[config.mk]
export PLATFORM = sky130hd
export DESIGN_NAME = relm_ps2_rx
export DESIGN_NICKNAME = d
export VERILOG_FILES = /design/src/rtl/relm_ps2_rx.sv
export SDC_FILE = /design/constraint.sdc
export NUM_CORES = 1
export LEC_CHECK = 0
export ABC_AREA = 1
export BUFFER_PORTS_ARGS = -buffer_cell sky130_fd_sc_hd__buf_2
export CORE_AREA = 2 2 123 125
export CTS_CLUSTER_DIAMETER = 150
export CTS_CLUSTER_SIZE = 10
export DETAILED_ROUTE_END_ITERATION = 6
export DIE_AREA = 0 0 125 127
export PLACE_DENSITY = 0.89
export SETUP_SLACK_MARGIN = 0.1
export SKIP_LAST_GASP = 1
export SYNTH_ARGS = -nofsm -noshare
export SYNTH_HDL_FRONTEND = slang
export SYNTH_SLANG_ARGS = --single-unit
[constraint.sdc]
create_clock -name clk -period 2.4 [get_ports clk]
set_input_delay 0.6 -clock clk [delete_from_list [all_inputs] [get_ports clk]]
set_output_delay 0.6 -clock clk [all_outputs]
set_load 0.1 [all_outputs]
[src/rtl/relm_ps2_rx.sv]
`default_nettype none
// +--------------------------------------------------------------------------+
// | Module   : relm_ps2_rx                                                   |
// | Purpose  : PS/2 device-to-host receiver for the ReLM system. Synchronizes|
// |            and glitch-filters the raw PS/2 clock/data pins, deframes     |
// |            11-bit frames (start, 8 data LSB first, odd parity, stop),    |
// |            buffers bytes in a 2**WAF deep FIFO and serves them on a ReLM |
// |            pop port.                                                     |
// | Ports    : clk        - system clock                                     |
// |            rst_n_in   - synchronous active-low reset                     |
// |            ps2_clk_in - raw PS/2 clock pin (asynchronous)                |
// |            ps2_dat_in - raw PS/2 data pin (asynchronous)                 |
// |            pop_d      - pop request, bit WD = pop this cycle             |
// |            pop_q      - {retry, zeros, overrun, parity err, byte}        |
// | Options  : PS2_ERRFLAG_EN - when defined, parity-error frames are queued |
// |            with pop_q[8]=1; otherwise they are dropped and pop_q[8]=0.   |
// | Revision : 1.0 - initial release                                         |
// +--------------------------------------------------------------------------+
module relm_ps2_rx #(
  parameter int WD      = 32,
  parameter int WAF     = 4,
  parameter int NFILT   = 8,
  parameter int TIMEOUT = 100000
) (
  input  logic          clk,
  input  logic          rst_n_in,
  input  logic          ps2_clk_in,
  input  logic          ps2_dat_in,
  input  logic [WD:0]   pop_d,
  output logic [WD:0]   pop_q
);

  localparam int c_DEPTH = 2 ** WAF;
  localparam int c_TOW   = $clog2(TIMEOUT + 1);
`ifdef PS2_ERRFLAG_EN
  localparam int c_EW    = 9;
`else
  localparam int c_EW    = 8;
`endif

  // ---------------------------------------------------------------------
  // Input conditioning: 2-flop synchronizer, then an NFILT-sample filter
  // whose output only moves when every sample in the window agrees.
  // ---------------------------------------------------------------------
  logic [1:0]       r_clk_sync, r_dat_sync;
  logic [NFILT-1:0] r_clk_sr, r_dat_sr;
  logic             r_clk_f, r_dat_f, r_clk_f_d;

  always_ff @(posedge clk) begin
    if (!rst_n_in) begin
      r_clk_sync <= '1;
      r_dat_sync <= '1;
      r_clk_sr   <= '1;
      r_dat_sr   <= '1;
      r_clk_f    <= 1'b1;
      r_dat_f    <= 1'b1;
      r_clk_f_d  <= 1'b1;
    end else begin
      r_clk_sync <= {r_clk_sync[0], ps2_clk_in};
      r_dat_sync <= {r_dat_sync[0], ps2_dat_in};
      r_clk_sr   <= {r_clk_sr[NFILT-2:0], r_clk_sync[1]};
      r_dat_sr   <= {r_dat_sr[NFILT-2:0], r_dat_sync[1]};
      if (&r_clk_sr)       r_clk_f <= 1'b1;
      else if (~|r_clk_sr) r_clk_f <= 1'b0;
      if (&r_dat_sr)       r_dat_f <= 1'b1;
      else if (~|r_dat_sr) r_dat_f <= 1'b0;
      r_clk_f_d  <= r_clk_f;
    end
  end

  logic w_fall, w_bit;
  assign w_fall = r_clk_f_d & ~r_clk_f;
  assign w_bit  = r_dat_f;

  // ---------------------------------------------------------------------
  // Frame FSM
  // ---------------------------------------------------------------------
  typedef enum logic [1:0] {
    S_IDLE   = 2'd0,
    S_DATA   = 2'd1,
    S_PARITY = 2'd2,
    S_STOP   = 2'd3
  } state_t;

  state_t           r_state, w_state_nxt;
  logic [7:0]       r_shreg, w_shreg_nxt;
  logic [2:0]       r_bitcnt, w_bitcnt_nxt;
  logic             r_perr, w_perr_nxt;
  logic             r_wr_req, w_wr_req_nxt;
  logic [c_TOW-1:0] r_to_cnt, w_to_cnt_nxt;
  logic             w_timeout;

  always_ff @(posedge clk) begin
    if (!rst_n_in) begin
      r_state  <= S_IDLE;
      r_shreg  <= '0;
      r_bitcnt <= '0;
      r_perr   <= 1'b0;
      r_wr_req <= 1'b0;
      r_to_cnt <= '0;
    end else begin
      r_state  <= w_state_nxt;
      r_shreg  <= w_shreg_nxt;
      r_bitcnt <= w_bitcnt_nxt;
      r_perr   <= w_perr_nxt;
      r_wr_req <= w_wr_req_nxt;
      r_to_cnt <= w_to_cnt_nxt;
    end
  end

  always_comb begin
    w_state_nxt  = r_state;
    w_shreg_nxt  = r_shreg;
    w_bitcnt_nxt = r_bitcnt;
    w_perr_nxt   = r_perr;
    w_wr_req_nxt = 1'b0;
    w_to_cnt_nxt = r_to_cnt;
    w_timeout    = (r_state != S_IDLE) && (r_to_cnt == c_TOW'(TIMEOUT - 1));

    // Watchdog only runs while a frame is in progress.
    if (r_state == S_IDLE || w_fall || w_timeout) w_to_cnt_nxt = '0;
    else                                          w_to_cnt_nxt = r_to_cnt + 1'b1;

    if (w_timeout) begin
      w_state_nxt = S_IDLE;
    end else if (w_fall) begin
      case (r_state)
        S_IDLE: begin
          if (!w_bit) begin
            w_state_nxt  = S_DATA;
            w_bitcnt_nxt = '0;
          end
        end
        S_DATA: begin
          w_shreg_nxt  = {w_bit, r_shreg[7:1]};
          w_bitcnt_nxt = r_bitcnt + 1'b1;
          if (r_bitcnt == 3'd7) w_state_nxt = S_PARITY;
        end
        S_PARITY: begin
          // Odd parity: data bits plus parity bit must hold an odd count of ones.
          w_perr_nxt  = ~(^r_shreg ^ w_bit);
          w_state_nxt = S_STOP;
        end
        S_STOP: begin
          if (w_bit) begin
`ifdef PS2_ERRFLAG_EN
            w_wr_req_nxt = 1'b1;
`else
            w_wr_req_nxt = ~r_perr;
`endif
          end
          w_state_nxt = S_IDLE;
        end
        default: w_state_nxt = S_IDLE;
      endcase
    end
  end

  // ---------------------------------------------------------------------
  // Receive FIFO
  // ---------------------------------------------------------------------
  logic [c_EW-1:0] r_mem [c_DEPTH];
  logic [WAF-1:0]  r_wr_ptr, r_rd_ptr;
  logic [WAF:0]    r_count;
  logic            r_ovr;
  logic            w_empty, w_full, w_pop, w_push;
  logic [c_EW-1:0] w_entry, w_head;

  assign w_empty = (r_count == '0);
  assign w_full  = (r_count == (WAF+1)'(c_DEPTH));
  assign w_pop   = pop_d[WD] & ~w_empty;
  // A pop in the same cycle frees a slot, so a full FIFO can still accept.
  assign w_push  = r_wr_req & (~w_full | w_pop);
  assign w_head  = r_mem[r_rd_ptr];
`ifdef PS2_ERRFLAG_EN
  assign w_entry = {r_perr, r_shreg};
`else
  assign w_entry = r_shreg;
`endif

  always_ff @(posedge clk) begin
    if (w_push) r_mem[r_wr_ptr] <= w_entry;
  end

  always_ff @(posedge clk) begin
    if (!rst_n_in) begin
      r_wr_ptr <= '0;
      r_rd_ptr <= '0;
      r_count  <= '0;
      r_ovr    <= 1'b0;
    end else begin
      if (w_push) r_wr_ptr <= r_wr_ptr + 1'b1;
      if (w_pop)  r_rd_ptr <= r_rd_ptr + 1'b1;
      case ({w_push, w_pop})
        2'b10:   r_count <= r_count + 1'b1;
        2'b01:   r_count <= r_count - 1'b1;
        default: r_count <= r_count;
      endcase
      if (w_pop)                    r_ovr <= 1'b0;
      else if (r_wr_req && w_full)  r_ovr <= 1'b1;
    end
  end

  // ---------------------------------------------------------------------
  // Pop response; data fields are masked while empty so stale or
  // never-written entries are not exposed.
  // ---------------------------------------------------------------------
  always_comb begin
    pop_q      = '0;
    pop_q[WD]  = w_empty;
    pop_q[9]   = r_ovr;
`ifdef PS2_ERRFLAG_EN
    pop_q[8]   = ~w_empty & w_head[8];
`else
    pop_q[8]   = 1'b0;
`endif
    pop_q[7:0] = w_empty ? 8'h00 : w_head[7:0];
  end

  logic w_unused_pop;
  assign w_unused_pop = ^pop_d[WD-1:0];

endmodule
`default_nettype wire

* Yosys cells after proc, flatten, opt, wreduce, memory -nomap -nowiden *
Memory sizes are Yosys's and may differ from the RTL's. A register that Yosys moved wholly into a read port is not among the register bits.
Cells that the tools add are included.

storage, ports and cells
  bits in registers = 69
  memory bits (writable) = 128
  bits of input ports = 37
  output and inout bits = 33
  word-level logic and storage cells = 84
  memories = 1

cells by class
  $add $sub $neg = 6
  eq/ne operators = 10
  mux-type cells = 11
  bitwise logic cells = 15
  reduce and logical (&&, ||, !) cells = 24

memories
  memory  words  width  read ports  clocked after Yosys merged registers in  wr ports  RTL line  text
  r_mem   16     8      1           1                                        1         162       logic [c_EW-1:0] r_mem [c_DEPTH];

operator list
  operator                                                            count
  17-bit by 1-bit adder with 17-bit output, second input constant     1
  17-bit == test, second input constant                               1
  8-bit AND reduction                                                 2
  8-bit OR reduction                                                  2
  1-bit NOT                                                           10
  5-bit one-hot mux with 2 select lines                               1
  2-bit OR reduction                                                  5
  3-bit AND reduction                                                 3
  4-bit by 1-bit adder with 4-bit output, second input constant       2
  4-bit two-way mux                                                   2
  8-bit two-way mux                                                   1
  2-bit one-hot mux with 4 select lines                               1
  8-bit XOR reduction                                                 1
  2-bit == test, second input constant                                3
  3-bit one-hot mux with 2 select lines                               1
  2-bit nonzero test                                                  3
  5-bit by 1-bit adder with 5-bit output, second input constant       1
  5-bit == test, second input constant                                1
  5-bit zero test                                                     1
  5-bit OR reduction                                                  1
  5-bit by 1-bit subtractor with 5-bit output, second input constant  1
  2-bit by 1-bit == test with 1-bit output, second input constant     2
  2-bit two-way mux                                                   2
  2-bit inequality test, second input constant                        2
  other kinds (11)                                                    16

* Logic depth before layout (Yosys ltp) *
  depth in word-level cells = 7
  mapped depth = 15
  mapped depth without buffers = 15

* Least setup slack after synthesis *
Ideal clock, no wire load.

  kind = register to output
  from = reg with a tool-made name
  to = out pop_q[1]
  data arrival time = 2599 ps
  slack = -799 ps
  stages on the path, launching flop included = 8
  path buffers = 2
  cell sequence = dfxtp_1 > buf_2 > inv_2 > clkbuf_1 > nor2_1 > o221ai_1 > nand3_1 > a21oi_1

RTL lines
  item           RTL line  text
  end, declared  30        output logic [WD:0] pop_q

==> flow_summary.yaml <==
final_layout:
  final_cell_mix: "128 x edfxtp_1, 119 x nor2_1, 71 x o21ai_0, 71 x dfxtp_1, 66 x nand2_1"
  finalNetCount: 902
  drive_gt1_frac: 0.2081
  final_core_util: 0.7058
  diodes: 0
  finalNonFillerCells: 1049
  final_common_cell: "edfxtp_1"
  fin_area_um2: 10180
  syn2layout_area_growth_pct: 21.61
worst_setup_path:
  r2r_start: "r_count[0]"
  cp-end-kind: "primary output"
  r2r_cells: 10
  criticalPathCategory: "flop to primary output"
  critPathRequiredTime_ps: 1800
  worst_setup_path_start_kind: "flop"
  crit_arrival_ps: 2190
  reg2reg_to: "r_count[4]"
  worst-path-max-fanout: 12
  r2r_setup_slack_ps: 420
route:
  drc: 0
  via_count: 6133
  viasPerCell: 5.847
  wl_per_cell_um: 18.90
  drtPass1Iterations: 6
  ant_nets: 0
  wirelength_um: 19820
  drtIter0Drc: 681
synthesis:
  synth-seq-cells: 201
  syn_area_per_cell_um2: 10.62
  synth.area.top_cells: "edfxtp_1 46%, dfxtp_1 17%, nor2_1 5.4%, o21ai_0 5.3%, nand2_1 3.0%"
  synth.distinct_cells: 40
  synth_top_cell_by_area: "edfxtp_1"
  synth_top_area_frac: 0.4591
  ys_seq_area_frac: 0.6337
  synthCells: 788
  synth_warnings: 0
  syn_area_um2: 8372
job:
  max-cap-violations: 0
status:
  violations: "negative setup slack"
  outcome: "complete, but fails checks"
clock_tree:
  clk_pin_slew_worst_paths_ps: 50
  htree_levels: 1
  cts_buffer_depth: 3
  cts_hold_buf: 0
  cts_root_buf: "clkbuf_16"
  cts_buffers: 24
  clock-sinks: 201
  clk_latency_ps: 500
  cts_tree: "done"
timing:
  slew_violations: 0
  fmax_mhz: 358.6
  min_period_over_period: 1.162
  setup_viol_count_final: 8
  setup_tns_ps: -2659
  max_slew_margin: 0.5490
  min_period_ps: 2789
  whs_ps: 290.1
  rsz0062_at_grt: "true"
  layout_setup_ws_ps: -388.8
  clock_skew_ps: 17.85
  finalHoldViolCount: 0
  worstMarginPinSlew_ps: 675.5
global_routing:
  grt_max_degree: 39
  antenna_found_initial: 0
  grt_pass1_wl_um: 28730
  grt_usage: 0.2254
  gr-total-overflow: 0
  first_global_vias: 5884
floorplan:
  start_util: 0.5804
  core_area_um2: 14420
  die-area_um2: 15880
  ios: 70
  die_w_um: 125
  die_y_um: 127
  core.rowCount: 44
place:
  place_inst: 993
  place_congestion: 0.8684
  place_area_um2: 8992
  port_buffers: 14
  hpwl_um: 11150
  post-place-ws_ps: 126.0
power_and_ir_drop:
  powerDensity_nw_per_um2: 1062
  max-vdd-ir-drop_uv: 969.1
  totalPowerFinal_mw: 10.81
  p_leak_nw: 4.134
hold_path:
  min_from: "ps2_dat_in"
  holdPathStages: 2
  holdPathEnd: "r_dat_sync[0]"
  min_path_type: "input port to flop"
==> how the worst max path moves through the flow <==
stage                     start       end  slack (ps)  depth (start not counted)
after floorplan            flop  pop_q[2]         100                          6
after global placement     flop  pop_q[3]         170                          9
after detailed placement   flop  pop_q[3]         130                          9
after CTS                  flop  pop_q[3]        -320                          6
after global routing       flop  pop_q[3]        -440                          8
final                      flop  pop_q[3]        -390                          8
==> report_power, final <==
group | switching (mW) | leakage [nW] | total (mW) | internal [mW]
Combinational | 2.44 | 1.72 | 3.80 | 1.36
Sequential | 0.0852 | 2.08 | 3.80 | 3.72
Clock | 1.30 | 0.329 | 3.21 | 1.91
==> logic make-up (layout without fill, tap and decap cells) <==
family,after synthesis,count (layout),synth area share
simple gates,264,264,0.1427
other cells,1,23,0.0004479
xor+xnor,17,17,0.01778
compound gates,167,167,0.1158
fa+ha+maj,14,14,0.02092
buf+inv,124,179,0.06860
flops,201,201,0.6337
==> sequential cells by signal (all words and copies together), names as in the netlist, 2 cells and up, named ones only <==
signal / count
r_bitcnt: 3
r_clk_sr: 8
r_clk_sync: 2
r_count: 5
r_dat_sr: 8
r_dat_sync: 2
r_mem: 128
r_rd_ptr: 4
r_shreg: 8
r_state: 2
r_to_cnt: 17
r_wr_ptr: 4
==> cells in the mapped netlist, drive strengths merged <==
cell    number
nand4       12
xor2        10
nand2       72
inv         68
a31oi        1
edfxtp     128
nor3b        3
o22ai       10
and3         1
o211ai       2
clkbuf      22
o221ai      24
o21bai       1
o21ai       90
a211oi       1
clkinv       1
xnor2        7
ha          14
or2         10
nor4         2
nor2       129
conb         1
nor3         4
o21a         1
nand3       31
a21oi       37
dfxtp       73
buf         33
==> layer usage <==
| metal | global-route usage | part of all wire |
|---|---|---|
| met4 | 0.08954 | 0.043 |
| met3 | 0.03266 | 0.082 |
| met5 | 0 | 0 |
| met2 | 0.4159 | 0.52 |
| met1 | 0.2666 | 0.36 |
==> cell type report <==
class / instances / area, um2
flip-flops and latches: 201 / 5313
fillers: 935 / 4243
multi-input cells: 485 / 2845
repair buffers: 70 / 823.3
clock buffers: 39 / 678.2
inverters: 69 / 282.8
well taps: 184 / 230.2
clock inverters: 1 / 8.758
==> critical path, cell delays in order, from the launching register on <==
cell	delay (ps)
dfxtp_4	430
clkinv_8	110
buf_12	160
buf_4	140
o21ai_0	280
o221ai_2	190
nand3_2	120
a21oi_4	80
buf_12	170
==> timing repair <==
action | 4_1_cts | 5_1_grt
pin swaps | 8 | 35
resized for setup | 21 | 57
cloned | 1 | 4
setup buffers | 3 | 8
endpoints found under the setup margin | 9 | 9
No activity file was read; power rests on OpenSTA's default activity.
